**config.mk**
```make
export PLATFORM = sky130hd
export DESIGN_NAME = sensor_fault_monitor
export DESIGN_NICKNAME = d
export VERILOG_FILES = /design/src/rtl/sensor_mon_pkg.sv /design/src/rtl/sensor_popcount.sv /design/src/rtl/sensor_fault_monitor.sv
export SDC_FILE = /design/constraint.sdc
export NUM_CORES = 1
export LEC_CHECK = 0
export CORE_ASPECT_RATIO = 1.2
export CORE_MARGIN = 5
export CORE_UTILIZATION = 49
export DETAILED_ROUTE_END_ITERATION = 8
export PLACE_DENSITY = 0.78
export SLEW_MARGIN = 20
export SYNTH_ARGS = -nofsm -noshare
export SYNTH_HDL_FRONTEND = slang
export SYNTH_HIERARCHICAL = 1
export SYNTH_SLANG_ARGS = --single-unit
```
**constraint.sdc**
```tcl
create_clock -name Clock -period 2.35 [get_ports Clock]
set_input_delay 0.47 -clock Clock [delete_from_list [all_inputs] [get_ports Clock]]
set_output_delay 0.47 -clock Clock [all_outputs]
set_load 0.05 [all_outputs]
```
**src/rtl/sensor_mon_pkg.sv**
```systemverilog
// Shared definitions for the sensor fault monitor: FSM state encoding and
// the widths of the alarm event counter and persistence counter.
package sensor_mon_pkg;

  // Width of the saturating alarm_events counter.
  localparam int EVENT_W = 8;

  // Width of the persistence counter; PERSIST is at most 255.
  localparam int PERSIST_W = 8;

  // Monitor states: healthy, fault seen but not yet persistent, alarm latched.
  typedef enum logic [1:0] {
    S_OK    = 2'd0,
    S_PEND  = 2'd1,
    S_ALARM = 2'd2
  } state_t;

endpackage

```
**src/rtl/sensor_popcount.sv**
```systemverilog
// Purely combinational population count of the failed-sensor vector.
// A 1 in 'failed' marks one failed sensor; 'count' is how many are set.
module sensor_popcount #(
  parameter int NUM_SENSORS = 7
) (
  input  logic [NUM_SENSORS-1:0]         failed,
  output logic [$clog2(NUM_SENSORS+1)-1:0] count
);

  localparam int CNT_W = $clog2(NUM_SENSORS + 1);

  // Add up the failed bits one at a time; synthesis builds an adder tree.
  always_comb begin
    count = '0;
    for (int i = 0; i < NUM_SENSORS; i++) begin
      count = count + CNT_W'(failed[i]);
    end
  end

endmodule

```
**src/rtl/sensor_fault_monitor.sv**
```systemverilog
// Sensor fault monitor: counts failed (low) sensors every cycle and raises a
// latched alarm once THRESH or more have failed for PERSIST consecutive
// cycles. The alarm is cleared only by clr while the fault is gone.
// Optional build macro SENSOR_MASK_EN adds a 'mask' input; a sensor whose
// mask bit is 1 is always treated as healthy.
//
// Handshake note: there is no valid/ready traffic here. X and clr are plain
// level inputs sampled on every rising Clock edge; every output is a
// registered level that is meaningful on every cycle after reset.
module sensor_fault_monitor
  import sensor_mon_pkg::*;
#(
  parameter int NUM_SENSORS = 7,
  parameter int THRESH      = 2,
  parameter int PERSIST     = 4
) (
  input  logic                             Clock,
  input  logic                             Resetn,
  input  logic [NUM_SENSORS-1:0]           X,
`ifdef SENSOR_MASK_EN
  input  logic [NUM_SENSORS-1:0]           mask,
`endif
  input  logic                             clr,
  output logic                             f,
  output logic                             pending,
  output logic [$clog2(NUM_SENSORS+1)-1:0] fail_cnt,
  output logic [EVENT_W-1:0]               alarm_events,
  output state_t                           state_dbg
);

  localparam int CNT_W = $clog2(NUM_SENSORS + 1);
  localparam logic [CNT_W-1:0]     THRESH_C    = CNT_W'(THRESH);
  localparam logic [PERSIST_W-1:0] PERSIST_TOP = PERSIST_W'(PERSIST - 1);
  localparam logic [EVENT_W-1:0]   EVENT_MAX   = '1;

  logic [NUM_SENSORS-1:0] failed_vec;
  logic [CNT_W-1:0]       fail_cnt_nxt;
  logic                   cond;
  logic                   alarm_enter;

  state_t                 state;
  state_t                 state_nxt;
  logic [PERSIST_W-1:0]   pcnt;
  logic [PERSIST_W-1:0]   pcnt_nxt;

  // A sensor counts as failed when it reads 0 and is not masked off.
`ifdef SENSOR_MASK_EN
  assign failed_vec = ~X & ~mask;
`else
  assign failed_vec = ~X;
`endif

  sensor_popcount #(
    .NUM_SENSORS(NUM_SENSORS)
  ) u_popcount (
    .failed(failed_vec),
    .count (fail_cnt_nxt)
  );

  // Register the failed-sensor count; this is the 1-cycle sampling stage.
  always_ff @(posedge Clock or negedge Resetn) begin
    if (!Resetn) begin
      fail_cnt <= '0;
    end else begin
      fail_cnt <= fail_cnt_nxt;
    end
  end

  // Fault condition is judged on the registered count, never on raw X.
  assign cond = (fail_cnt >= THRESH_C);

  // Next-state and persistence-counter logic for the three-state FSM.
  always_comb begin
    state_nxt = state;
    pcnt_nxt  = pcnt;
    case (state)
      S_OK: begin
        pcnt_nxt = '0;
        if (cond) begin
          if (PERSIST == 1) begin
            state_nxt = S_ALARM;
          end else begin
            state_nxt = S_PEND;
            pcnt_nxt  = PERSIST_W'(1);
          end
        end
      end
      S_PEND: begin
        if (!cond) begin
          // Any dropout restarts persistence from scratch.
          state_nxt = S_OK;
          pcnt_nxt  = '0;
        end else if (pcnt == PERSIST_TOP) begin
          state_nxt = S_ALARM;
          pcnt_nxt  = '0;
        end else begin
          pcnt_nxt = pcnt + PERSIST_W'(1);
        end
      end
      S_ALARM: begin
        pcnt_nxt = '0;
        // Acknowledge only takes effect once the fault has gone away.
        if (clr && !cond) begin
          state_nxt = S_OK;
        end
      end
      default: begin
        state_nxt = S_OK;
        pcnt_nxt  = '0;
      end
    endcase
  end

  assign alarm_enter = (state != S_ALARM) && (state_nxt == S_ALARM);

  // State, persistence counter and registered flag outputs.
  always_ff @(posedge Clock or negedge Resetn) begin
    if (!Resetn) begin
      state   <= S_OK;
      pcnt    <= '0;
      f       <= 1'b0;
      pending <= 1'b0;
    end else begin
      state   <= state_nxt;
      pcnt    <= pcnt_nxt;
      f       <= (state_nxt == S_ALARM);
      pending <= (state_nxt == S_PEND);
    end
  end

  // Saturating count of entries into the alarm state.
  always_ff @(posedge Clock or negedge Resetn) begin
    if (!Resetn) begin
      alarm_events <= '0;
    end else if (alarm_enter && (alarm_events != EVENT_MAX)) begin
      alarm_events <= alarm_events + EVENT_W'(1);
    end
  end

  assign state_dbg = state;

endmodule

```
==> impl_metrics.csv, run 1 <==
group,metric,value,unit
setup_path,critPathKind,"in2reg",
cells_and_area,final_layout_size_suffix_gt1_frac,0.133,
placement,dpl.hpwl,1660,um
yosys,syn_inst,106,
yosys,ys_ff_latch,23,
cts,hold_buffers,0,
setup_path,cp_max_fo,1,
cells_and_area,fillers,189,
route,drcViolationCount,0,
cts,cts_sinks,23,
placement,preCtsSetupSlack,-0.583,ns
global_route,antenna_found_initial,0,
cells_and_area,areaGrowthSynthToFinish,26.7,%
yosys,synth_edf_count,0,
sta,period_minus_slack,2.32,ns
route,wl_per_cell,13.0,um
yosys,synth_top_area_frac,0.501,
cells_and_area,final_nets,152,
setup_path,crit_arrival,2.51,ns
yosys,ys_top_cells_by_count,"dfrtp_1 (23), inv_1 (16), nor2_1 (10), xor2_1 (10)",
route,first_iter_violations,5,
yosys,synth_ff_type,"dfrtp_1",
yosys,yosysSeqAreaShare,0.501,
cells_and_area,design_area,0.00146,mm^2
global_route,grtUsageTotal,0.150,
floorplan,num_rows,19,
yosys,syn_nets,122,
sta,clock_skew,0.00301,ns
floorplan,ios,25,
floorplan,initial_core_util,0.504,
cells_and_area,diodes,0,
setup_path,worstPathRequired,2.54,ns
job,max_cap_violations,0,
placement,place_area,0.00144,mm^2
global_route,grt_pass1_wl,3820,um
cts,cts_root_buf,"clkbuf_4",
global_route,grt_max_degree,24,
floorplan,die_h,63.1,um
cells_and_area,final_cells,166,
power,leakage,0.705,nW
sta,fmax,0.431,GHz
route,vias,817,
power,power.total,1.39,mW
route,wl,2150,um
route,firstDrtPassIters,4,
cts,numCtsBuffers,3,
yosys,synth_area,0.00115,mm^2
placement,io_buffers,24,
sta,setup_viol,0,
sta,maxSlewViolCount,0,
sta,rsz0062_at_grt,"no",
sta,layout_setup_ws,0.0309,ns
global_route,overflow,0,
yosys,synth_most_common_cell,"dfrtp_1",
power,p_per_area,954,mW/mm^2
yosys,yosysUniqueCellTypes,25,
cts,tritoncts,"built",
hold_path,hp-class,"in2async",
sta,maxSlewHeadroom,0.651,
route,antenna_left,0,
cts,cts_max_path_buffers,2,
power,ir_drop,0.000658,V
cts,clkTransAtPathRegs,0.12,ns
yosys,ys_warn_count,6,
cts,clk_latency,0.30,ns
floorplan,coreArea,0.00228,mm^2
yosys,synth_area_leaders,"dfrtp_1 (50%), xor2_1 (7.6%), fa_1 (7.0%)",
sta,post-route-period-util,0.987,
yosys,async_flop_share,1.00,
cts,htreeDepth,1,
floorplan,die_w,54.2,um
yosys,syn_area_per_cell,10.8,um^2
sta,finalHoldViolCount,0,
sta,fin_hold_ws,0.501,ns
route,vias_per_cell,4.92,
setup_path,end_kind,"register",
global_route,grt_pass1_vias,842,
setup_path,start_kind,"primary input",
status,status,"finished, final reports clean",
floorplan,die_area,0.00342,mm^2
yosys,synth_area_leader_cell,"dfrtp_1",
sta,tightestPinTransition,0.521,ns
placement,globalplace.congestion,0.773,
placement,dp_cells,162,
## flip-flops by register name, summed over array words and instances, names as in the netlist
signal and count:
pcnt 8, f 1, state_dbg 2, alarm_events 8, fail_cnt 3, pending 1
## area by class of cell
class / instances / area, um^2 / share of cell area
multi-input combinational: 67 / 517 / 0.355
tap: 31 / 38.8 / 0.0266
sequential: 23 / 576 / 0.395
clock buffer: 4 / 26.3 / 0.0180
timing repair buffer: 25 / 239 / 0.164
inverter: 16 / 60.1 / 0.0412
## per-layer routing
| metal | GRT usage | vias to the layer above | share of wire |
|---|---|---|---|
| li1 | - | 407 | - |
| met1 | 0.188 | 400 | 0.41 |
| met2 | 0.247 | 8 | 0.56 |
| met3 | 0.0259 | 2 | 0.025 |
| met4 | 0.0561 | 0 | 0.0060 |
| met5 | 0 | - | 0 |
## final timing paths
check	startpoint	end	slack, ns	depth (start not counted)
max in group asynchronous	Resetn	pcnt[5]$_DFF_PN0_	1.62	2
worst max-delay path	X[3]	fail_cnt[1]$_DFF_PN0_	0.03	8
worst max register to register	pcnt[0]$_DFF_PN0_	alarm_events[6]$_DFFE_PN0P_	0.42	5
worst min-delay path	Resetn	pcnt[6]$_DFF_PN0_	0.50	2
worst min register to register	alarm_events[7]$_DFFE_PN0P_	alarm_events[7]$_DFFE_PN0P_	0.52	1
min in group Clock	alarm_events[7]$_DFFE_PN0P_	alarm_events[7]$_DFFE_PN0P_	0.52	1
## worst max-delay path, stage by stage
cell and delay (ns):
buf_6 0.09, inv_2 0.04, inv_2 0.03, fa_1 0.51, fa_1 0.53, inv_2 0.05
fa_2 0.35, fa_1 0.45
## cell families after synthesis
kind of cell | synth area share
DFF | 0.501
muxes | 0.0294
buffers and inverters | 0.0522
adders and majority gates | 0.0914
xor gates and xnor gates | 0.0838
and+or+nand+nor | 0.217
AOI/OAI and AO/OA | 0.0261
## cells in the final DEF (no fill, tap or decap)
| cell | Yosys | layout |
|---|---|---|
| dfrtp_1 | 23 | 23 |
| clkdlybuf4s50_1 | 0 | 21 |
| inv_1 | 16 | 11 |
| xor2_1 | 10 | 10 |
| nor2_1 | 10 | 10 |
| nand2_1 | 8 | 8 |
| nand3_1 | 8 | 8 |
| inv_2 | 0 | 5 |
| nor3_1 | 3 | 3 |
| clkbuf_4 | 0 | 3 |
| fa_1 | 4 | 3 |
| and2_1 | 2 | 2 |
| and3_1 | 2 | 2 |
| a21boi_0 | 2 | 2 |
| nand4_1 | 2 | 2 |
| mux2_1 | 2 | 2 |
| nor4_1 | 2 | 2 |
| ha_1 | 2 | 2 |
| buf_2 | 0 | 2 |
| o21ba_2 | 1 | 1 |
| nor4_4 | 1 | 1 |
| nor3b_2 | 1 | 1 |
| o21ai_0 | 1 | 1 |
| nand4_4 | 1 | 1 |
| nand3b_1 | 1 | 1 |
| xnor2_1 | 1 | 1 |
| nand2b_1 | 1 | 1 |
| mux2_2 | 1 | 1 |
| nor3b_1 | 1 | 1 |
| clkbuf_1 | 0 | 1 |
| buf_6 | 0 | 1 |
| buf_4 | 0 | 1 |
| fa_2 | 0 | 1 |
## stage by stage
stage            TNS, ns  utilization
2_1_floorplan    -0.0770            -
3_3_place_gp       -1.12        0.630
3_5_place_dp       -1.36        0.630
4_1_cts        -0.000827        0.638
5_1_grt                0        0.638
6_report               0        0.638
## timing repair
item                                    in CTS  in global routing
resized for setup                           15                  0
setup buffers                                0                  0
endpoints found under the setup margin       2                  1
cloned                                       0                  0
pin swaps                                    4                  1
## power by group
part           switching [mW]  internal (mW)  total [mW]
logic                   0.406          0.228       0.634
registers              0.0928          0.484       0.577
clock network           0.113         0.0661       0.179
Note: power is estimated with default switching activity, not from simulation.
==> run 2, diff against run 1 <==
- CELL_PAD_IN_SITES_DETAIL_PLACEMENT: unset -> 1
- CELL_PAD_IN_SITES_GLOBAL_PLACEMENT: unset -> 2
- CORE_UTILIZATION: 49 -> 31
- CTS_CLUSTER_DIAMETER: unset -> 50
- GPL_TIMING_DRIVEN: unset -> 0
- PLACE_DENSITY: 0.78 -> unset
- PLACE_DENSITY_LB_ADDON: unset -> 0.1
==> impl_metrics.csv, run 2 (synthesized netlist as in run 1, its figures left out) <==
group,metric,value,unit
status,status,"finished, final reports clean",
cts,numCtsBuffers,3,
setup_path,crit_arrival,2.43,ns
power,leakage,0.713,nW
cells_and_area,final_util,0.411,
route,wl,2430,um
route,drcViolationCount,0,
sta,fmax,0.438,GHz
cells_and_area,diodes,0,
cts,tritoncts,"built",
floorplan,die_area,0.00503,mm^2
global_route,antenna_found_initial,0,
hold_path,hp-class,"in2async",
route,vias_per_cell,4.77,
cts,clkTransAtPathRegs,0.09,ns
sta,clock_skew,0.00317,ns
cts,post-cts-setup-buffers,0,
sta,maxSlewHeadroom,0.646,
floorplan,initial_core_util,0.319,
setup_path,path_delay_family,"adder cells",
cells_and_area,areaGrowthSynthToFinish,28.7,%
sta,period_minus_slack,2.29,ns
route,firstDrtPassIters,4,
global_route,grt_max_degree,24,
sta,rsz0062_at_grt,"no",
setup_path,start_kind,"primary input",
setup_path,r2r_cells,5,
sta,post-route-period-util,0.973,
power,intPower,829,uW
global_route,grt_pass1_vias,969,
setup_path,crit_buf_inv,4,
setup_path,worstPathRequired,2.50,ns
route,wl_per_cell,14.0,um
global_route,overflow,0,
cells_and_area,final_nets,151,
global_route,grt_pass1_wl,4340,um
setup_path,critPathKind,"in2reg",
power,p_clk_frac,0.171,
placement,io_buffers,24,
setup_path,r2r_start,"pcnt[0]$_DFF_PN0_",
job,max_cap_violations,0,
sta,finalHoldViolCount,0,
cts,clk_latency,0.26,ns
setup_path,startpoint,"X[1]",
setup_path,path_cells,"buf_6, inv_2, inv_2, fa_1, fa_1, inv_2, fa_2, fa_1",
cells_and_area,fillers,414,
power,p_per_area,988,mW/mm^2
cts,cts_root_buf,"clkbuf_8",
sta,setup_viol,0,
route,first_iter_violations,15,
floorplan,num_rows,24,
sta,fin_hold_ws,0.169,ns
global_route,grtUsageTotal,0.112,
route,antenna_left,0,
setup_path,critPathSlowestCell,"fa_1",
placement,place_area,0.00144,mm^2
power,swShare,0.433,
cells_and_area,regArea,576,um^2
floorplan,die_w,65.6,um
floorplan,coreArea,0.00360,mm^2
setup_path,worst_path_largest_cell_delay,0.51,ns
placement,dpl.hpwl,1890,um
floorplan,ios,25,
cells_and_area,final_common_cell,"dfrtp_1",
cells_and_area,final_cell_mix,"dfrtp_1 (23), clkdlybuf4s50_1 (20), inv_1 (11)",
power,pwr-share-seq,0.396,
setup_path,end_kind,"register",
route,vias,825,
cells_and_area,reg_top3,"alarm_events x8, pcnt x8, fail_cnt x3",
cts,htreeDepth,1,
cells_and_area,final_layout_size_suffix_gt1_frac,0.142,
setup_path,cp.depth,8,
power,p_sw,632,uW
cts,cts_max_path_buffers,2,
sta,tightestPinTransition,0.531,ns
placement,globalplace.congestion,0.707,
power,ir_drop,0.000437,V
sta,maxSlewViolCount,0,
setup_path,cp_max_fo,1,
cts,cts_sinks,23,
cells_and_area,design_area,0.00148,mm^2
cells_and_area,multi_input_area,517,um^2
floorplan,die_h,76.7,um
power,power_frac_comb,0.433,
[run 2: repair_timing]
action / in CTS / in global routing
pin swaps: 4 / 4
endpoints found under the setup margin: 2 / 1
gates resized for setup: 15 / 1
hold buffers: 0 / 0
[run 2: metrics by stage]
step,setup TNS (ns),std cells,total power [mW],setup WS (ns)
2_1_floorplan,-0.0770,106,0.999,-0.0746
3_3_place_gp,-1.27,169,1.22,-0.558
3_5_place_dp,-1.33,169,1.23,-0.585
4_1_cts,-0.0333,173,1.50,-0.0333
5_1_grt,0,173,1.57,0.00463
6_report,0,173,1.46,0.0644
[run 2: path summary, 6_finish.rpt]
| kind | to | slack (ns) |
|---|---|---|
| worst max-delay path | fail_cnt[1]$_DFF_PN0_ | 0.06 |
| worst min-delay path | fail_cnt[0]$_DFF_PN0_ | 0.17 |
| worst max register to register | alarm_events[6]$_DFFE_PN0P_ | 0.40 |
| worst min register to register | alarm_events[7]$_DFFE_PN0P_ | 0.52 |
| max in group asynchronous | alarm_events[2]$_DFFE_PN0P_ | 1.82 |
| min in group Clock | alarm_events[7]$_DFFE_PN0P_ | 0.52 |
[run 2: cell type report]
| type | instances | share of cell area |
|---|---|---|
| inverter | 16 | 0.0406 |
| tap | 39 | 0.0330 |
| clock buffer | 3 | 0.0279 |
| timing repair buffer | 24 | 0.157 |
| multi-input combinational | 67 | 0.349 |
| clock inverter | 1 | 0.00338 |
| sequential | 23 | 0.389 |
[run 2: metal layers]
layer  part of all wire  routed length [um]  track usage
met5                  0                   0            0
met4             0.0086                  21       0.0560
met3              0.028                  69       0.0263
met2               0.53                1280        0.184
met1               0.43                1060        0.135
[run 2: power groups by stage]
stage	clock network (mW)	logic (mW)	registers, mW
finish	0.249	0.634	0.579
global route	0.277	0.692	0.599
CTS	0.262	0.651	0.583
detailed placement	0	0.646	0.589
global placement	0	0.635	0.587
floorplan	0	0.201	0.798
